## src/rtl/key_conditioner.sv

```systemverilog
// Pushbutton conditioner: per-key 2-flop synchronizer, debounce filter,
// press/release pulses and hold-to-repeat pulses for active-low DE-series keys.
module key_conditioner #(
  parameter int N_KEYS          = 4,
  parameter int DEBOUNCE_CYCLES = 500000,
  parameter int HOLD_CYCLES     = 25000000,
  parameter int REPEAT_CYCLES   = 5000000
) (
  input  logic              CLOCK_50,
  input  logic              reset,
  input  logic [N_KEYS-1:0] KEY,
  output logic [N_KEYS-1:0] key_level,
  output logic [N_KEYS-1:0] key_press,
  output logic [N_KEYS-1:0] key_release,
  output logic [N_KEYS-1:0] key_repeat
);

  localparam int MAX_DH = (DEBOUNCE_CYCLES > HOLD_CYCLES) ? DEBOUNCE_CYCLES : HOLD_CYCLES;
  localparam int MAX_P  = (MAX_DH > REPEAT_CYCLES) ? MAX_DH : REPEAT_CYCLES;
  localparam int CW     = $clog2(MAX_P) + 1;

  localparam logic [CW-1:0] DB_LAST  = CW'(DEBOUNCE_CYCLES - 1);
  localparam logic [CW-1:0] HLD_LAST = CW'(HOLD_CYCLES - 1);
  localparam logic [CW-1:0] RPT_LAST = CW'(REPEAT_CYCLES - 1);
  localparam logic [CW-1:0] CNT_ONE  = CW'(1);

  typedef enum logic [1:0] {
    ST_IDLE   = 2'd0,
    ST_HOLD   = 2'd1,
    ST_REPEAT = 2'd2
  } state_t;

  logic [N_KEYS-1:0] r_sync1;
  logic [N_KEYS-1:0] r_sync2;

  // Inverting here makes everything downstream active-high (1 = pressed).
  always_ff @(posedge CLOCK_50) begin
    // NOTE: state uses non-blocking assignments so every flop samples the
    // pre-edge value of its neighbours; blocking here would collapse the
    // two synchronizer stages into one.
    if (reset) begin
      r_sync1 <= '0;
      r_sync2 <= '0;
    end else begin
      r_sync1 <= ~KEY;
      r_sync2 <= r_sync1;
    end
  end

  for (genvar g = 0; g < N_KEYS; g++) begin : g_lane
    logic [CW-1:0] r_cnt;
    logic          r_level;
    logic          r_press;
    logic          r_release;
    logic          w_toggle;

    state_t        r_state;
    state_t        w_state_nxt;
    logic [CW-1:0] r_rtmr;
    logic [CW-1:0] w_rtmr_nxt;
    logic          r_repeat;
    logic          w_repeat_nxt;

    assign w_toggle = (r_sync2[g] != r_level) && (r_cnt == DB_LAST);

    always_ff @(posedge CLOCK_50) begin
      if (reset) begin
        r_cnt     <= '0;
        r_level   <= 1'b0;
        r_press   <= 1'b0;
        r_release <= 1'b0;
      end else begin
        r_press   <= 1'b0;
        r_release <= 1'b0;
        if (r_sync2[g] == r_level) begin
          r_cnt <= '0;
        end else if (r_cnt == DB_LAST) begin
          r_cnt     <= '0;
          r_level   <= ~r_level;
          r_press   <= ~r_level;
          r_release <= r_level;
        end else begin
          r_cnt <= r_cnt + CNT_ONE;
        end
      end
    end

    always_ff @(posedge CLOCK_50) begin
      if (reset) begin
        r_state  <= ST_IDLE;
        r_rtmr   <= '0;
        r_repeat <= 1'b0;
      end else begin
        r_state  <= w_state_nxt;
        r_rtmr   <= w_rtmr_nxt;
        r_repeat <= w_repeat_nxt;
      end
    end

    // HOLD/REPEAT imply key_level=1, so a toggle there is always the release,
    // and it takes priority over a timer expiring on the same edge.
    always_comb begin
      // NOTE: every output of this block is assigned a default first, so no
      // path through the case statement can leave a value held (a latch).
      w_state_nxt  = r_state;
      w_rtmr_nxt   = r_rtmr;
      w_repeat_nxt = 1'b0;
      case (r_state)
        ST_IDLE: begin
          if (w_toggle && !r_level) begin
            w_state_nxt = ST_HOLD;
            w_rtmr_nxt  = '0;
          end
        end
        ST_HOLD: begin
          if (w_toggle) begin
            w_state_nxt = ST_IDLE;
            w_rtmr_nxt  = '0;
          end else if (r_rtmr == HLD_LAST) begin
            w_state_nxt  = ST_REPEAT;
            w_rtmr_nxt   = '0;
            w_repeat_nxt = 1'b1;
          end else begin
            w_rtmr_nxt = r_rtmr + CNT_ONE;
          end
        end
        ST_REPEAT: begin
          if (w_toggle) begin
            w_state_nxt = ST_IDLE;
            w_rtmr_nxt  = '0;
          end else if (r_rtmr == RPT_LAST) begin
            w_rtmr_nxt   = '0;
            w_repeat_nxt = 1'b1;
          end else begin
            w_rtmr_nxt = r_rtmr + CNT_ONE;
          end
        end
        default: begin
          w_state_nxt = ST_IDLE;
          w_rtmr_nxt  = '0;
        end
      endcase
    end

    assign key_level[g]   = r_level;
    assign key_press[g]   = r_press;
    assign key_release[g] = r_release;
    assign key_repeat[g]  = r_repeat;
  end

endmodule

```

## config.mk

```make
export PLATFORM = sky130hd
export DESIGN_NAME = key_conditioner
export DESIGN_NICKNAME = d
export VERILOG_FILES = /design/src/rtl/key_conditioner.sv
export SDC_FILE = /design/constraint.sdc
export NUM_CORES = 1
export LEC_CHECK = 0
export BUFFER_PORTS_ARGS = -buffer_cell sky130_fd_sc_hd__buf_4
export CELL_PAD_IN_SITES_DETAIL_PLACEMENT = 2
export CELL_PAD_IN_SITES_GLOBAL_PLACEMENT = 2
export CORE_ASPECT_RATIO = 1.75
export CORE_MARGIN = 2
export CORE_UTILIZATION = 35
export CTS_CLUSTER_DIAMETER = 150
export DETAILED_ROUTE_END_ITERATION = 8
export GPL_ROUTABILITY_DRIVEN = 0
export PLACE_DENSITY = 0.72
export SYNTH_ARGS = -nofsm -noshare
export SYNTH_HDL_FRONTEND = slang
export SYNTH_SLANG_ARGS = --single-unit
```

## constraint.sdc

```tcl
create_clock -name CLOCK_50 -period 2.75 [get_ports CLOCK_50]
set_clock_uncertainty 0.2 [all_clocks]
set_input_delay 0.55 -clock CLOCK_50 [delete_from_list [all_inputs] [get_ports CLOCK_50]]
set_output_delay 0.55 -clock CLOCK_50 [all_outputs]
set_load 0.05 [all_outputs]
```

==> flow_summary.ini <==
[placed_design]
place_hpwl_mm = 23.0
number_of_instances_in_the_placed_design = 1764
post-place-ws_ns = -0.00633
io_buffers = 21

[synthesis]
postSynthNetCount = 1342
synth_warnings = 0
most_used_flip_flop_cell_after_synthesis = dfxtp_1
synth_most_common_cell = nor2_1
synth_top_cells_by_area = dfxtp_1, nor2_1, xor2_1, xnor2_1, nand3_1
synth.top_cell.area_share_pct = 42.8
edff_count_synth = 0
syn-instance-count = 1315
synth_common_cells = nor2_1, dfxtp_1, xor2_1
yosysTopAreaCell = dfxtp_1
synth.yosys.seq_area_share_pct = 42.8
synth_seq_cells = 240
async_reset_ff_share_pct = 0
synth_cell_types = 58
synth.cell_area_sq_mm = 0.0112
mean_area_per_synthesized_cell_sq_um = 8.54

[clocking]
clock_sink_count = 240
root_buffer = clkbuf_16
clock_tree.htree_level_count = 1
numCtsBuffers = 26
tritoncts = done
clockBufferDepth = 3
path_clk_slew_ns = 0.07
clk-insertion-delay-late_ns = 0.54

[detailed_routing]
drt_first_pass_iters = 4
drt-wirelength-per-cell_um = 17.6
met3_wirelength_um = 621
vias_per_cell = 5.33
routed_wirelength_mm = 31.9
route.vias.total = 9673
routed.top_layer = met4
met2_length_mm = 18.6
remaining_drc_errors = 0
drt_iter0_markers = 246
m1WireLength_mm = 12.0
antenna_violating_nets_post_route = 0

[worst_setup_path]
cp.buffers_inverters = 1
critPathTopFamily = simple AND/OR/NAND/NOR gates
timing.critical_path.fanout_max = 25
required_ns = 2.97
worst_setup_path_end_kind = flop
worstPathCellList = or4b_4, or4_4, o31a_1, o221a_4, o21ai_4, buf_12, nor2_1
timing.critical_path.from_type = flop
timing.critical_path.slowest_cell_delay_ns = 0.57
timing_worst_setup_path_type = flop to flop
critical_path_arrival_ns = 2.99
timing.critical_path.slowest_stage_cell = or4_4

[timing]
setup_viol = 18
max_slew.worst_pin.slew_ns = 0.691
final_worst_setup_slack_ns = -0.0152
fin_crit_ns = 2.77
fmaxAchievable_ghz = 0.362
hold_violations = 0
final.setup.tns_ns = -0.135
timing.final.max_slew_violations = 0
share_of_the_clock_period_used_by_the_worst_path_after_layout_pct = 101
timing.max_slew.rel_slack_pct = 53.5
rsz_0062_raised_after_global_routing = true

[power]
net_switching_power_mw = 1.58
cellLeakagePower_nw = 4.48
vdd_drop_max_v = 0.000500
power.density_cell_area_mw_per_mm2 = 556
intPower_mw = 5.85
power_frac_clock_pct = 50.5
sequentialPowerShare_pct = 47.1
p_comb_share_pct = 2.4
switching_share_pct = 21.3

[floorplanning]
initial_util_pct = 35.6
die_height_um = 241
chipWidth_um = 139
row_count = 86
dieArea_sq_mm = 0.0336
ioPinCount = 22
core_area_sq_mm = 0.0315

[min_path]
worstHoldPathType = flop to flop

[status]
failed_checks = setup timing
result_of_the_run = finished, violations left

[global_route]
grt_util_all_layers_pct = 18.9
maximum_number_of_pins_on_one_net_before_global_route_repair = 30
overflow = 0
number_of_global_route_vias_before_repair = 10795
antenna_found_initial = 0
grt_pass1_wl_mm = 53.2

[cells_and_area]
final_layout_size_suffix_gt1_share_pct = 13.0
area.growth.synth_to_final_pct = 18.9
nets = 1429
n_antenna_cell = 0
fillCellCount = 3523
layout.cells.non_filler = 1815

[job]
max_cap_viol_count = 0
[cell type report]
type                       count  area (sq um)  share of cell area [%]
clock buffer                  36           759                    5.69
timing repair buffer         113           967                    7.24
clock inverter                 9           149                    1.11
multi-input combinational    988          6060                    45.3
inverter                      33           124                   0.927
sequential                   240          4810                    36.0
tap                          396           495                    3.71
[final timing paths]
path | slack, ns | endpoint | from | depth (start not counted)
worst max-delay path | -0.02 | g_lane[0].r_rtmr[9]$_SDFFE_PP0P_ | g_lane[0].r_rtmr[15]$_SDFFE_PP0P_ | 7
worst min-delay path | 0.24 | r_sync2[3]$_SDFF_PP0_ | r_sync1[3]$_SDFF_PP0_ | 1
worst max register to register | -0.02 | g_lane[0].r_rtmr[9]$_SDFFE_PP0P_ | g_lane[0].r_rtmr[15]$_SDFFE_PP0P_ | 7
worst min register to register | 0.24 | r_sync2[3]$_SDFF_PP0_ | r_sync1[3]$_SDFF_PP0_ | 1
[cells by family after synthesis]
group                    synth area share, %
XOR/XNOR                                14.8
multiplexers                           0.446
adder cells (fa/ha/maj)                 2.34
flip-flops                              42.8
buffers and inverters                   3.87
AO/OA/AOI/OAI                           4.27
AND/OR/NAND/NOR                         31.5
[through the flow]
stage,hold slack [ns],power [mW],instance area [sq um],utilization [%]
after floorplan,0.214,3.67,11200,-
after global placement,0.222,3.74,12300,39.1
after detailed placement,0.235,3.74,12300,39.1
after CTS,0.249,7.54,13300,42.1
after global routing,0.279,7.67,13400,42.4
final,0.241,7.43,13400,42.4
[timing repair]
action                                  4_1_cts  5_1_grt
pin swaps                                     0        2
setup buffers                                 0        1
hold buffers                                  4        0
gates resized for setup                       2       12
endpoints found under the setup margin       26       95
hold endpoints to repair                      4        0
cloned                                        0        1
[placed cells by master, fill, tap and decap left out, types with 5 or more instances in the layout]
cell,Yosys,final
nor3b_1,9,9
nand2_1,90,90
and4_1,13,13
dfxtp_1,240,239
xor2_1,99,99
nor2b_1,7,7
nor4b_1,9,9
or4_1,14,12
or3_1,15,15
buf_12,0,7
mux2i_1,5,5
and3_1,26,26
clkbuf_16,0,28
inv_1,32,32
and2_1,8,8
nor2_1,249,249
ha_1,21,20
xnor2_1,91,91
o21ai_0,11,11
nand4_1,69,69
or2_2,9,9
nor3_1,49,49
clkbuf_8,0,5
buf_4,19,100
a21oi_1,18,18
nor4_1,37,34
nand3_1,87,87
[power groups by stage]
stage	Combinational [mW]	Clock [mW]	Sequential, mW
after floorplan	0.0989	0	3.57
after global placement	0.166	0	3.57
after detailed placement	0.169	0	3.57
after CTS	0.176	3.87	3.49
after global routing	0.194	3.99	3.49
final	0.178	3.75	3.49
[sequential cells by signal (all words and copies together) (netlist names)]
| register | flops |
|---|---|
| g_lane.r_cnt | 104 |
| g_lane.r_level | 4 |
| g_lane.r_press | 4 |
| g_lane.r_release | 4 |
| g_lane.r_repeat | 4 |
| g_lane.r_rtmr | 104 |
| g_lane.r_state | 8 |
| r_sync1 | 4 |
| r_sync2 | 4 |
[routing by layer]
layer | GRT usage (%) | up-vias
li1 | - | 4709
met1 | 18.7 | 4850
met2 | 40.5 | 72
met3 | 1.90 | 42
met4 | 5.42 | 0
met5 | 0 | -
[worst register-to-register path: cells and delay by family (launching register included)]
family	cells	cell delay (ns)
AOI/OAI and AO/OA	3	0.76
buffers and inverters	1	0.19
DFF	1	0.32
and+or+nand+nor	3	1.18
Note: power is estimated with default switching activity, not from simulation.
